**src/rtl/hacd_irq_ctrl.sv**
```systemverilog
// Watermark interrupt controller: NUM_CH debounced count-vs-watermark channels behind a register port.
// Optional macro HACD_IRQ_PULSE_EN turns irq_o from a level into a one-cycle rising-edge pulse.
module hacd_irq_ctrl #(
  parameter int NUM_CH      = 2,
  parameter int CNT_W       = 32,
  parameter int HOLD_CYCLES = 4,
  parameter int ADDR_W      = 8
) (
  input  logic                    clk_i,
  input  logic                    rst_ni,
  input  logic [NUM_CH*CNT_W-1:0] cnt_i,
  input  logic                    reg_valid_i,
  input  logic                    reg_write_i,
  input  logic [ADDR_W-1:0]       reg_addr_i,
  input  logic [31:0]             reg_wdata_i,
  output logic                    reg_ready_o,
  output logic [31:0]             reg_rdata_o,
  output logic                    reg_err_o,
  output logic [NUM_CH-1:0]       irq_o
);

  localparam int              DBW  = $clog2(HOLD_CYCLES + 1);
  localparam logic [DBW-1:0]  HOLD = DBW'(HOLD_CYCLES);

  logic [NUM_CH-1:0] en_q, en_d, pend_q, pend_d, dir_q, dir_d;
  logic [NUM_CH-1:0] armed_q, armed_d, irq_q, irq_d;
  logic [CNT_W-1:0]  wm_q [NUM_CH];
  logic [CNT_W-1:0]  wm_d [NUM_CH];
  logic [DBW-1:0]    db_q [NUM_CH];
  logic [DBW-1:0]    db_d [NUM_CH];
  logic              ready_q, ready_d, err_q, err_d;
  logic [31:0]       rdata_q, rdata_d;
`ifdef HACD_IRQ_PULSE_EN
  logic [NUM_CH-1:0] lvl_q, lvl_d;
`endif

  // Address decode
  logic [ADDR_W-1:0] wm_off;
  logic [ADDR_W-3:0] wm_idx;
  logic sel_en, sel_pend, sel_sw, sel_dir, sel_wm, hit;
  logic unused_bits;

  always_comb begin
    wm_off   = reg_addr_i - ADDR_W'(16);
    wm_idx   = wm_off[ADDR_W-1:2];
    sel_en   = (reg_addr_i == ADDR_W'(0));
    sel_pend = (reg_addr_i == ADDR_W'(4));
    sel_sw   = (reg_addr_i == ADDR_W'(8));
    sel_dir  = (reg_addr_i == ADDR_W'(12));
    sel_wm   = (reg_addr_i[1:0] == 2'b00) && (reg_addr_i >= ADDR_W'(16)) &&
               ({2'b00, wm_idx} < ADDR_W'(NUM_CH));
    hit      = sel_en | sel_pend | sel_sw | sel_dir | sel_wm;
  end

  assign unused_bits = ^wm_off[1:0];

  logic [NUM_CH-1:0] w1c, sw_set, hw_set;
  logic              cond;
  logic              wr, rd;

  // NOTE: every signal gets a default at the top of the block so no path can leave it unassigned (no latch).
  always_comb begin
    en_d    = en_q;
    dir_d   = dir_q;
    armed_d = armed_q;
    wm_d    = wm_q;
    db_d    = db_q;
    w1c     = '0;
    sw_set  = '0;
    hw_set  = '0;
    cond    = 1'b0;
    rdata_d = '0;
    wr      = reg_valid_i & reg_write_i;
    rd      = reg_valid_i & ~reg_write_i;
    ready_d = reg_valid_i;
    err_d   = reg_valid_i & ~hit;

    if (wr) begin
      if (sel_en)   en_d   = reg_wdata_i[NUM_CH-1:0];
      if (sel_dir)  dir_d  = reg_wdata_i[NUM_CH-1:0];
      if (sel_pend) w1c    = reg_wdata_i[NUM_CH-1:0];
      if (sel_sw)   sw_set = reg_wdata_i[NUM_CH-1:0];
    end
    if (rd) begin
      if (sel_en)   rdata_d = 32'(en_q);
      if (sel_pend) rdata_d = 32'(pend_q);
      if (sel_dir)  rdata_d = 32'(dir_q);
    end

    for (int c = 0; c < NUM_CH; c++) begin
      if (sel_wm && ({2'b00, wm_idx} == ADDR_W'(c))) begin
        if (wr) wm_d[c] = reg_wdata_i[CNT_W-1:0];
        if (rd) rdata_d = 32'(wm_q[c]);
      end

      // Compare uses registered WM/DIR, so a reprogram applies from the next cycle.
      cond = dir_q[c] ? (cnt_i[c*CNT_W +: CNT_W] < wm_q[c])
                      : (cnt_i[c*CNT_W +: CNT_W] > wm_q[c]);
      if (!cond) begin
        db_d[c]    = '0;
        armed_d[c] = 1'b1;
      end else if (armed_q[c]) begin
        if (db_q[c] + 1'b1 == HOLD) begin
          hw_set[c]  = 1'b1;
          armed_d[c] = 1'b0;
          db_d[c]    = '0;
        end else begin
          db_d[c] = db_q[c] + 1'b1;
        end
      end
    end

    // Set sources win over a same-cycle write-1-to-clear.
    pend_d = (pend_q & ~w1c) | sw_set | hw_set;

`ifdef HACD_IRQ_PULSE_EN
    lvl_d = pend_q & en_q;
    irq_d = lvl_d & ~lvl_q;
`else
    irq_d = pend_d & en_d;
`endif
  end

  // NOTE: sequential state uses non-blocking assignments so all flops update together at the edge.
  always_ff @(posedge clk_i) begin
    if (!rst_ni) begin
      en_q    <= '0;
      pend_q  <= '0;
      dir_q   <= '1;
      armed_q <= '1;
      irq_q   <= '0;
      ready_q <= 1'b0;
      err_q   <= 1'b0;
      rdata_q <= '0;
`ifdef HACD_IRQ_PULSE_EN
      lvl_q   <= '0;
`endif
      // NOTE: the watermark array is software-visible with a defined reset value, so it is reset like any register.
      for (int c = 0; c < NUM_CH; c++) begin
        wm_q[c] <= '0;
        db_q[c] <= '0;
      end
    end else begin
      en_q    <= en_d;
      pend_q  <= pend_d;
      dir_q   <= dir_d;
      armed_q <= armed_d;
      irq_q   <= irq_d;
      ready_q <= ready_d;
      err_q   <= err_d;
      rdata_q <= rdata_d;
`ifdef HACD_IRQ_PULSE_EN
      lvl_q   <= lvl_d;
`endif
      wm_q    <= wm_d;
      db_q    <= db_d;
    end
  end

  assign reg_ready_o = ready_q;
  assign reg_rdata_o = rdata_q;
  assign reg_err_o   = err_q;
  assign irq_o       = irq_q;

endmodule

```
**config.mk**
```make
export PLATFORM = sky130hd
export DESIGN_NAME = hacd_irq_ctrl
export DESIGN_NICKNAME = d
export VERILOG_FILES = /design/src/rtl/hacd_irq_ctrl.sv
export SDC_FILE = /design/constraint.sdc
export NUM_CORES = 1
export LEC_CHECK = 0
export CAP_MARGIN = 10
export CORE_UTILIZATION = 30
export CTS_CLUSTER_DIAMETER = 100
export DETAILED_ROUTE_END_ITERATION = 16
export PLACE_DENSITY = 0.51
export SLEW_MARGIN = 20
export SYNTH_ARGS = -nofsm -noshare
export SYNTH_HDL_FRONTEND = slang
export SYNTH_SLANG_ARGS = --single-unit
```
**constraint.sdc**
```tcl
create_clock -name clk_i -period 2.3 [get_ports clk_i]
set_input_delay 0.46 -clock clk_i [delete_from_list [all_inputs] [get_ports clk_i]]
set_output_delay 0.46 -clock clk_i [all_outputs]
set_load 0.01 [all_outputs]
```
Word-level counts from Yosys, hierarchy flattened
Cells that the tools add are included.
{"block": "word_totals", "reg_bits": 114, "inputBits": 108, "output_inout_bits": 36, "wordCells": 82}
{"block": "op_classes", "n_mux": 28, "n_eq_ne": 6, "reduce_logical": 12, "addsub": 3, "bitwise": 14, "magnitude_cmp": 6}
{"operator": "$mux W32", "count": 7}
{"operator": "$gt A32 B32 Y1", "count": 2}
{"operator": "$lt A32 B32 Y1", "count": 2}
{"operator": "$eq A8 B4 Y1 const B", "count": 2}
{"operator": "$mux W2", "count": 7}
{"operator": "$mux W1", "count": 12}
{"operator": "$reduce_and A2 Y1", "count": 5}
{"operator": "$eq A8 B3 Y1 const B", "count": 1}
{"operator": "$ge A8 B5 Y1 const B", "count": 1}
{"operator": "$logic_not A8 Y1", "count": 1}
{"operator": "$sub A8 B5 Y8 const B", "count": 1}
{"operator": "$add A3 B1 Y3 const B", "count": 2}
{"operator": "$eq A3 B3 Y1 const B", "count": 2}
{"operator": "$eq A6 B1 Y1 const B", "count": 1}
{"operator": "$logic_not A6 Y1", "count": 1}
{"operator": "$lt A6 B2 Y1 const B", "count": 1}
{"operator": "$mux W3", "count": 2}
{"operator": "$and A2 B2 Y2", "count": 2}
{"operator": "$logic_and A1 B1 Y1", "count": 4}
{"operator": "$or A1 B1 Y1", "count": 4}
{"operator": "$or A2 B2 Y2", "count": 2}
{"operator": "$and A1 B1 Y1", "count": 3}
{"operator": "$logic_not A2 Y1", "count": 1}
{"operator": "$not A1 Y1", "count": 2}
{"operator": "$not A2 Y2", "count": 1}

Longest topological paths before layout
{"block": "depth", "ltp_word": 9, "depth_mapped": 9, "mapped_depth_nobuf": 9}

Worst setup path after synthesis
Ideal clock, no wire load.
{"block": "synth_path", "kind": "input to register", "from": "in cnt_i[51]", "to": "reg armed_q[1]", "path_buffers": 0, "arrival_ns": 2.098, "setup_time_ns": 0.120, "path_slack_ns": 0.083, "cell_stages": 8, "cell_sequence": "ha_1 -> and2_1 -> a221o_1 -> a221oi_1 -> o21a_1 -> o21ai_2 -> xnor2_2 -> a211o_1"}
{"block": "synth_between", "elab_chain_len": 3}
{"element": "start, declared", "line_no": "11", "text": "input logic [NUM_CH*CNT_W-1:0] cnt_i,"}
{"element": "$gt A32 B32 Y1 or $lt A32 B32 Y1 (tied branches)", "line_no": "98, 97"}
{"element": "$mux W1 *", "line_no": "97", "text": "cond = dir_q[c] ? (cnt_i[c*CNT_W +: CNT_W] < wm_q[c])"}
{"element": "$reduce_and A2 Y1 (no source line) *"}
{"element": "end signal, assigned", "line_no": "147", "text": "armed_q <= armed_d;"}
{"element": "end, declared", "line_no": "26", "text": "logic [NUM_CH-1:0] armed_q, armed_d, irq_q, irq_d;"}
Mark *: on every way between the ends. The rest lies on a longest branch, timed or not.
A chain may end at the register's enable or synchronous reset.

Final worst setup path
{"block": "layout_path", "from": "in cnt_i[37]", "to": "reg armed_q[1]"}
The elaborated chain is that of the path after synthesis.

==> impl_results.md <==
* Outcome: finished, final reports clean
* Placed insts at 1126
* Detailed placer's ending HPWL at approximately 13000 um
* RR Startpoint: wm_q[11]$_SDFFE_PN0P_
* CP max FO at 6
* CTS tree: built
* Root Driver: clkbuf_16
* DRT antenna net count at 0
* Area delta synth->final at 51.48%
* Leak at 3.345 nW
* Worst setup endpoint: armed_q[1]$_SDFF_PN1_
* Top cell type by total area after synthesis: dfxtp_1
* Most common cell after layout, fill and taps aside: nand2_1
* Initial antenna violation count at 0
* Router iterations before antenna repair at 4
* Vias after detailed routing at 5462
* Min Tclk post-route at 2.247 ns
* Worst EP required at between 2 and 3 ns
* Slew HR at 73.65%
* Fill cells at approximately 1900
* GR Util All Layers at 18.33%
* HP Class: reg -> reg
* Most frequent cells in the layout: nand2_1, clkdlybuf4s50_1, a21oi_1, dfxtp_1, inv_1
* Mean number of vias per cell at 4.692
* Clock Path Buffers at 2
* Placer Congestion at slightly above 0.8
* Startpoint types: input port
* Final hold vios at 0
* Fraction of registers with async set/reset at 0%
* Tcrit/Tclk final at 97.70%
* Dpl cell area at 7855 um^2
* Fin Hold WS at 0.4518 ns
* Synth area leaders: dfxtp_1, ha_1, a21oi_1, nand2_1, inv_1
* Sequential share of the synthesized area at between 30 and 40%
* Worst slack, placed at -0.5524 ns
* Die extent in x at 140.6 um
* Finished Cell Area at 8730 um^2
* Arr. time, crit path at 2.55 ns
* Height of the die at 140.6 um
* Die area at 19770 um^2
* Power Dens Cells at ~600 nW/um^2
* Buffers on Ports at around 140
* Syn_area_per_cell at 8.038 um^2
* # diodes at 0
* Crit. Startpoint: cnt_i[37]
* Unrepaired setup endpoints after global routing: yes
* Clock transition at the registers of the reported paths at roughly 0.06 ns
* H-tree levels at 4
* Nets@finish at 1095
* Seq cells post-synth at between 100 and 150
* FF-to-FF setup slack at 0.10 ns
* Finished Layout Cells at 1164
* Synth Instances at 717
* CTS Buf Count at 17
* Initial drt markers at 246
* Syn. warnings at 0
* First-pass GRT wire length at between 20000 and 30000 um
* Crit path kind: in -> reg
* Pins Over Slew Limit at 0
* Util after Layout at between 40 and 50%
* Starting Density at 30.71%
* Post-synth cell types at 41
* Routed Wire Length at ~18000 um
* Row count at 50
* Setup TNS at 0 ns
* Syn nets at 895
* Worst R2R End: armed_q[1]$_SDFF_PN1_
* Number of global-route vias before repair at between 5000 and 6000
* Number of flops mapped to enable cells by yosys at 0
* Skew-Pair Late Insertion Delay at around 0.42 ns
* Largest net degree at the start of global routing at 33
* Area fraction of the dominant cell type after synthesis at 39.60%
* DR DRC count at 0
* Max VDD drop at 0.4515 mV
* Final Power at 5.183 mW
* Final setup violation count at 0
* Routed WL per cell at 15.34 um
* PnR worst setup slack at 0.05284 ns
* Peak Freq at 445.0 MHz
* R2R cell count at 10
* CP endpoint kind: flip-flop
* Hold buffers post-CTS at 0
* Layout cells sized above 1 at roughly 16%
* Core area at 18770 um^2
* Max Cap Viol at 0
* Num ports at 144
* Mapped Area at 5763 um^2
* Clock skew at roughly 0.010 ns
* Worst-Margin Slew at 0.3940 ns
* Total gr overflow at 0
* Ys flop type: dfxtp_1
* Clk sink count at approximately 110
cell usage after synthesis, types with 4 or more instances:
library cell	count
inv_1	80
nand3_1	9
a221oi_1	4
nor3_1	11
nor4_2	4
a21o_1	7
nand4_1	16
ha_1	70
o21ai_0	41
buf_2	10
dfxtp_1	114
nor2_1	14
a21oi_1	119
nand2_1	151
clkbuf_1	21
mux2i_1	12
per-layer routing:
layer	GRT usage [%]	vias up	part of all wire [%]
li1	-	2835	-
met1	24.33	2471	48
met2	29.07	138	45
met3	4.416	18	5.1
met4	6.236	0	1.5
met5	0	-	0
sequential cells by signal, indices dropped and copies added (netlist names):
| name | cells |
|---|---|
| irq_o | 2 |
| reg_rdata_o | 32 |
| reg_ready_o | 1 |
| db_q | 6 |
| en_q | 2 |
| wm_q | 64 |
| dir_q | 2 |
| pend_q | 2 |
| armed_q | 2 |
| reg_err_o | 1 |
report_power, final:
part	total, mW	internal [mW]	switching (mW)
registers	1.98	1.98	0.00322
logic	0.516	0.294	0.222
clock network	2.68	1.67	1.02
critical path, stage by stage:
cell and delay (ns):
clkdlybuf4s50_1 0.40, ha_1 0.29, a21oi_1 0.13, o21ai_1 0.09, a221o_1 0.36, a211oi_2 0.22
buf_4 0.16, o21ai_4 0.06, xnor2_4 0.16, a211o_1 0.23
worst min-delay path by stage:
stage	start	endpoint	slack, ns	cells after the start
3_3_place_gp	wm_q[63]$_SDFFE_PN0P_	wm_q[63]$_SDFFE_PN0P_	0.44	2
4_1_cts	wm_q[56]$_SDFFE_PN0P_	wm_q[56]$_SDFFE_PN0P_	0.45	2
5_1_grt	wm_q[56]$_SDFFE_PN0P_	wm_q[56]$_SDFFE_PN0P_	0.47	2
2_1_floorplan	wm_q[1]$_SDFFE_PN0P_	wm_q[1]$_SDFFE_PN0P_	0.44	2
6_report	wm_q[45]$_SDFFE_PN0P_	wm_q[45]$_SDFFE_PN0P_	0.45	2
3_5_place_dp	wm_q[56]$_SDFFE_PN0P_	wm_q[56]$_SDFFE_PN0P_	0.45	2
repair_timing:
action	in CTS	in global routing
gates cloned	0	0
setup endpoints to repair	12	12
buffers inserted	2	4
pin swaps	25	40
gates resized for setup	18	48
cells by family after synthesis:
logic type / Yosys count / share of synthesized area [%]
muxes: 13 / 2.280
buffers and inverters: 111 / 7.447
xor gates and xnor gates: 2 / 0.5646
DFF: 114 / 39.60
and+or+nand+nor: 214 / 16.35
adders and majority gates: 70 / 15.20
AOI/OAI and AO/OA: 193 / 18.56
final cells by class:
class / instances / area (um^2) / area share [%]
Timing Repair Buffer: 212 / 1984 / 22.73
Clock inverter: 13 / 152.6 / 1.749
Tap cell: 234 / 292.8 / 3.354
Inverter: 80 / 300.3 / 3.440
Clock buffer: 19 / 452.9 / 5.188
Multi-Input combinational cell: 492 / 3252 / 37.25
Sequential cell: 114 / 2295 / 26.29
Note: power is estimated with default switching activity, not from simulation.
